### config.mk
export PLATFORM = sky130hd
export DESIGN_NAME = alu_writeback_stage
export DESIGN_NICKNAME = d
export VERILOG_FILES = /design/src/rtl/alu_writeback_stage.sv
export SDC_FILE = /design/constraint.sdc
export NUM_CORES = 1
export LEC_CHECK = 0
export ABC_AREA = 1
export CAP_MARGIN = 20
export CORE_MARGIN = 4
export CORE_UTILIZATION = 42
export CTS_CLUSTER_SIZE = 16
export DETAILED_ROUTE_END_ITERATION = 8
export HOLD_SLACK_MARGIN = 0.06
export PLACE_DENSITY_LB_ADDON = 0.05
export SETUP_SLACK_MARGIN = 0.05
export SKIP_CTS_REPAIR_TIMING = 1
export SYNTH_ARGS = -nofsm -noshare
export SYNTH_HDL_FRONTEND = slang
export SYNTH_SLANG_ARGS = --single-unit
### constraint.sdc
create_clock -name clk -period 1.4 [get_ports clk]
set_input_delay 0.14 -clock clk [delete_from_list [all_inputs] [get_ports clk]]
set_output_delay 0.14 -clock clk [all_outputs]
set_load 0.1 [all_outputs]
### src/rtl/alu_writeback_stage.sv
// Registered writeback stage after the 8-bit adder: one-entry output buffer,
// accumulator, {Z,N,V,C} status register, branch-condition select and overflow-event counter.
module alu_writeback_stage #(
  parameter int unsigned OVF_CNT_W = 8
) (
  input  logic                 clk,
  input  logic                 rst_n,
  input  logic                 in_valid,
  output logic                 in_ready,
  input  logic [7:0]           in_result,
  input  logic [7:0]           in_flags,
  input  logic                 in_wr_acc,
  input  logic [3:0]           in_flag_mask,
  input  logic                 sr_clr,
  input  logic [2:0]           cond_sel,
  output logic                 cond_taken,
  output logic                 out_valid,
  input  logic                 out_ready,
  output logic [7:0]           out_result,
  output logic [3:0]           out_flags,
  output logic [7:0]           acc,
  output logic [3:0]           sr,
  output logic [OVF_CNT_W-1:0] ovf_cnt
);

  localparam int unsigned FLAG_W = 4;
  localparam int unsigned C_BIT  = 0;
  localparam int unsigned V_BIT  = 1;
  localparam int unsigned N_BIT  = 2;
  localparam int unsigned Z_BIT  = 3;

  typedef enum logic {EMPTY = 1'b0, FULL = 1'b1} state_t;

  state_t              state;
  state_t              state_nxt;
  logic                accept;
  logic [FLAG_W-1:0]   new_flags;
  logic                unused_flags;

  assign new_flags    = in_flags[FLAG_W-1:0];
  assign unused_flags = ^in_flags[7:FLAG_W];

  // Buffer may take a new entry when empty or when its current entry leaves this cycle
  assign in_ready  = (state == EMPTY) || out_ready;
  assign accept    = in_valid && in_ready;
  assign out_valid = (state == FULL);

  always_ff @(posedge clk or negedge rst_n) begin
    if (!rst_n) begin
      state <= EMPTY;
    end else begin
      state <= state_nxt;
    end
  end

  always_comb begin
    state_nxt = state;
    case (state)
      EMPTY:   if (accept) state_nxt = FULL;
      FULL:    if (out_ready && !accept) state_nxt = EMPTY;
      default: state_nxt = EMPTY;
    endcase
  end

  always_ff @(posedge clk or negedge rst_n) begin
    if (!rst_n) begin
      out_result <= '0;
      out_flags  <= '0;
      acc        <= '0;
    end else if (accept) begin
      out_result <= in_result;
      out_flags  <= new_flags;
      if (in_wr_acc) acc <= in_result;
    end
  end

  // Clear wins over a same-cycle masked flag update
  always_ff @(posedge clk or negedge rst_n) begin
    if (!rst_n) begin
      sr <= '0;
    end else if (sr_clr) begin
      sr <= '0;
    end else if (accept) begin
      sr <= (sr & ~in_flag_mask) | (new_flags & in_flag_mask);
    end
  end

  always_ff @(posedge clk or negedge rst_n) begin
    if (!rst_n) begin
      ovf_cnt <= '0;
    end else if (accept && new_flags[V_BIT] && (ovf_cnt != {OVF_CNT_W{1'b1}})) begin
      ovf_cnt <= ovf_cnt + OVF_CNT_W'(1);
    end
  end

  // Branch conditions look only at the committed SR
  always_comb begin
    cond_taken = 1'b1;
    case (cond_sel)
      3'd0:    cond_taken = 1'b1;
      3'd1:    cond_taken = sr[Z_BIT];
      3'd2:    cond_taken = !sr[Z_BIT];
      3'd3:    cond_taken = sr[C_BIT];
      3'd4:    cond_taken = !sr[C_BIT];
      3'd5:    cond_taken = sr[N_BIT];
      3'd6:    cond_taken = sr[V_BIT];
      3'd7:    cond_taken = sr[N_BIT] ^ sr[V_BIT];
      default: cond_taken = 1'b1;
    endcase
  end

endmodule

==> impl_metrics.yaml <==
placed_design:
  dp_hpwl_mm: 3.103
  place_congestion: 0.8053
  dp.cells: 293
  place_ws_ns: -0.05887
  numPortBuffers: 59
route:
  drt_iter0_drc: 106
  via_count: 1500
  firstDrtPassIters: 4
  drcViolationCount: 0
  ant_nets: 0
  wl_per_cell_um: 13.66
  vias_per_cell: 4.870
  wl_mm: 4.206
yosys:
  synthDistinctLibCells: 21
  synth.mux.area_fraction_pct: 0
  syn_nets: 216
  yosys.area_share.adder_pct: 0.8058
  synth-seq-cells: 33
  yosysSeqAreaShare_pct: 53.18
  synth_top_family_by_area: "simple AND/OR/NAND/NOR gates"
  synth_compound_area_share_pct: 12.25
  avgSynthCellArea_sq_um: 8.348
  synth_xor_area_share_pct: 1.692
  syn-cell-area_sq_um: 1553
  synth-simple-area-share_pct: 25.62
  yosys_warnings: 0
  syn_inst: 186
cts:
  cts.path.max_buffers: 2
  cts_tree: "done"
  path_clk_slew_ns: 0.07
  cts.sinks: 33
  clock_latency_ns: 0.28
  cts-root-buf: "clkbuf_8"
  numCtsBuffers: 5
  htreeDepth: 2
setup_path:
  timing.rr.start: "ovf_cnt[0]"
  worstPathCellList: "o21ai_1 > nand2_1 > nand3_4 > buf_12"
  timing.rr.end: "ovf_cnt[3]"
  crit_family: "flip-flops"
  worst-path-max-fanout: 4
  startpoint_type: "flop"
  ff2ff_path_depth: 6
  critical_path.endpoint_type: "primary output"
  r2r_slack_ns: 0.09
  critPathRequiredTime_ns: 1.26
  worstPathArrival_ns: 1.29
  path_class: "reg -> out"
  cp_slowest_stage_delay_ns: 0.49
  cp_slowest_cell: "dfrtp_4"
  critPathBufInv: 1
hold_path:
  hold_class: "in -> async"
flow_run:
  maxCapViolCount: 0
layout:
  area_delta_synth_final_pct: 88.48
  fin_cells: 308
  drive_above_1_share_pct: 37.02
  n_antenna_cell: 0
  final_cell_mix: "nand2_1 (59), buf_12 (38), clkdlybuf4s50_1 (24)"
  fin_nets: 291
  fillers: 177
  final_common_cell: "nand2_1"
  finish.utilization_pct: 85.02
sta:
  worstMarginPinSlew_ns: 0.2763
  fin_crit_sh_pct: 102.0
  min_period_ns: 1.428
  rsz0062_at_grt: "true"
  fmax_ghz: 0.7005
  final.setup.worst_slack_ns: -0.02757
  report.final.setup_viol: 1
  slew_headroom_pct: 81.52
  hold_viol: 0
  skew_ns: 0.003245
  slew_viol_final: 0
floorplanning:
  die_y_um: 68.80
  rows: 21
  core_area_sq_um: 3442
  start_util_pct: 45.11
  top_level_ports: 64
  die_w_um: 68.80
  dieArea_sq_um: 4733
status:
  violations: "setup timing"
  outcome: "finished with violations"
pwr:
  cellLeakagePower_nw: 1.329
  cellPowerDensity_nw_per_um2: 1573
  vdd_drop_max_v: 0.001263
global_routing:
  gr-total-overflow: 0
  grt_pass1_wl_mm: 6.665
  antenna_found_initial: 0
  grt_pass1_vias: 1509
  grt_max_degree: 34
  grt_use_total_pct: 19.01
[stage by stage]
| stage | TNS, ns | cell area, sq um | power (W) | hold slack, ns |
|---|---|---|---|---|
| finish | -0.02757 | 2927 | 0.004604 | 0.2330 |
| global route | -0.1002 | 2927 | 0.004787 | 0.2279 |
| CTS | -0.1083 | 2854 | 0.004566 | 0.2360 |
| detailed placement | -0.7686 | 2734 | 0.003634 | 0.5379 |
| global placement | -0.3867 | 2734 | 0.003605 | 0.5261 |
| floorplan | 0 | 1700 | 0.002704 | -0.1556 |
[worst reg2reg max path, delay by kind of cell, from the launching register on]
| family | cells | cell delay (ns) |
|---|---|---|
| and+or+nand+nor | 3 | 0.23 |
| adders and majority gates | 1 | 0.19 |
| DFF | 1 | 0.52 |
| AOI/OAI and AO/OA | 1 | 0.26 |
| buffers and inverters | 1 | 0.05 |
[state kept, by name, indices dropped and copies added, names as in the netlist]
register	count
out_flags	4
out_valid	1
sr	4
ovf_cnt	8
out_result	8
acc	8
[final cells by class]
cell class              instances  area [sq um]  share of cell area [%]
clock buffers                   6         82.58                   2.822
flip-flops and latches         33         874.6                   29.88
inverters                      21         81.33                   2.779
multi-input cells             129         724.4                   24.75
well taps                      46         57.56                   1.967
repair buffers                 71          1069                   36.51
clock inverters                 2         37.54                   1.283
[routing by layer]
layer / GRT usage (%) / up-vias / part of all wire, %
met3: 7.455 / 4 / 8.0
met5: 0 / - / 0
met1: 22.12 / 710 / 42
met4: 6.083 / 0 / 0.38
met2: 32.06 / 49 / 50
li1: - / 737 / -
[cell usage after synthesis]
cell type | count | area share [%]
nand2_1 | 67 | 16
dfrtp_1 | 33 | 53
inv_1 | 20 | 4.8
o21ai_0 | 16 | 5.2
nor2_1 | 14 | 3.4
nand3_1 | 11 | 3.5
o21ai_2 | 8 | 4.5
a21oi_1 | 3 | 0.97
xor2_1 | 2 | 1.1
a21oi_2 | 1 | 0.56
a21oi_4 | 1 | 1.0
buf_2 | 1 | 0.32
buf_6 | 1 | 0.73
clkbuf_2 | 1 | 0.32
ha_1 | 1 | 0.81
inv_2 | 1 | 0.24
nand2_4 | 1 | 0.73
nand3_2 | 1 | 0.64
nand4_1 | 1 | 0.40
nor2_4 | 1 | 0.73
xnor2_1 | 1 | 0.56
[worst max-delay path by stage]
stage               cells past startpoint          to  startpoint
floorplan                               5      acc[5]   out_valid
CTS                                     4  cond_taken       sr[0]
detailed placement                      6      acc[4]   out_ready
finish                                  4  cond_taken       sr[0]
global placement                        6      acc[0]   out_ready
global route                            5  cond_taken       sr[1]
[cells by family (layout without fill, tap and decap cells)]
group           count (synthesis)  after routing
compound gates                 29             29
xor+xnor                        3              3
fa+ha+maj                       1              1
buf+inv                        24            100
flops                          33             33
simple gates                   96             96
[power breakdown]
part	total, W	switching (W)	internal (W)
Sequential	0.00136	0.000216	0.00114
Combinational	0.00232	0.00147	0.000855
Clock	0.000924	0.000346	0.000578
Total	0.00460	0.00203	0.00257
(Power assumes the default switching activity.)
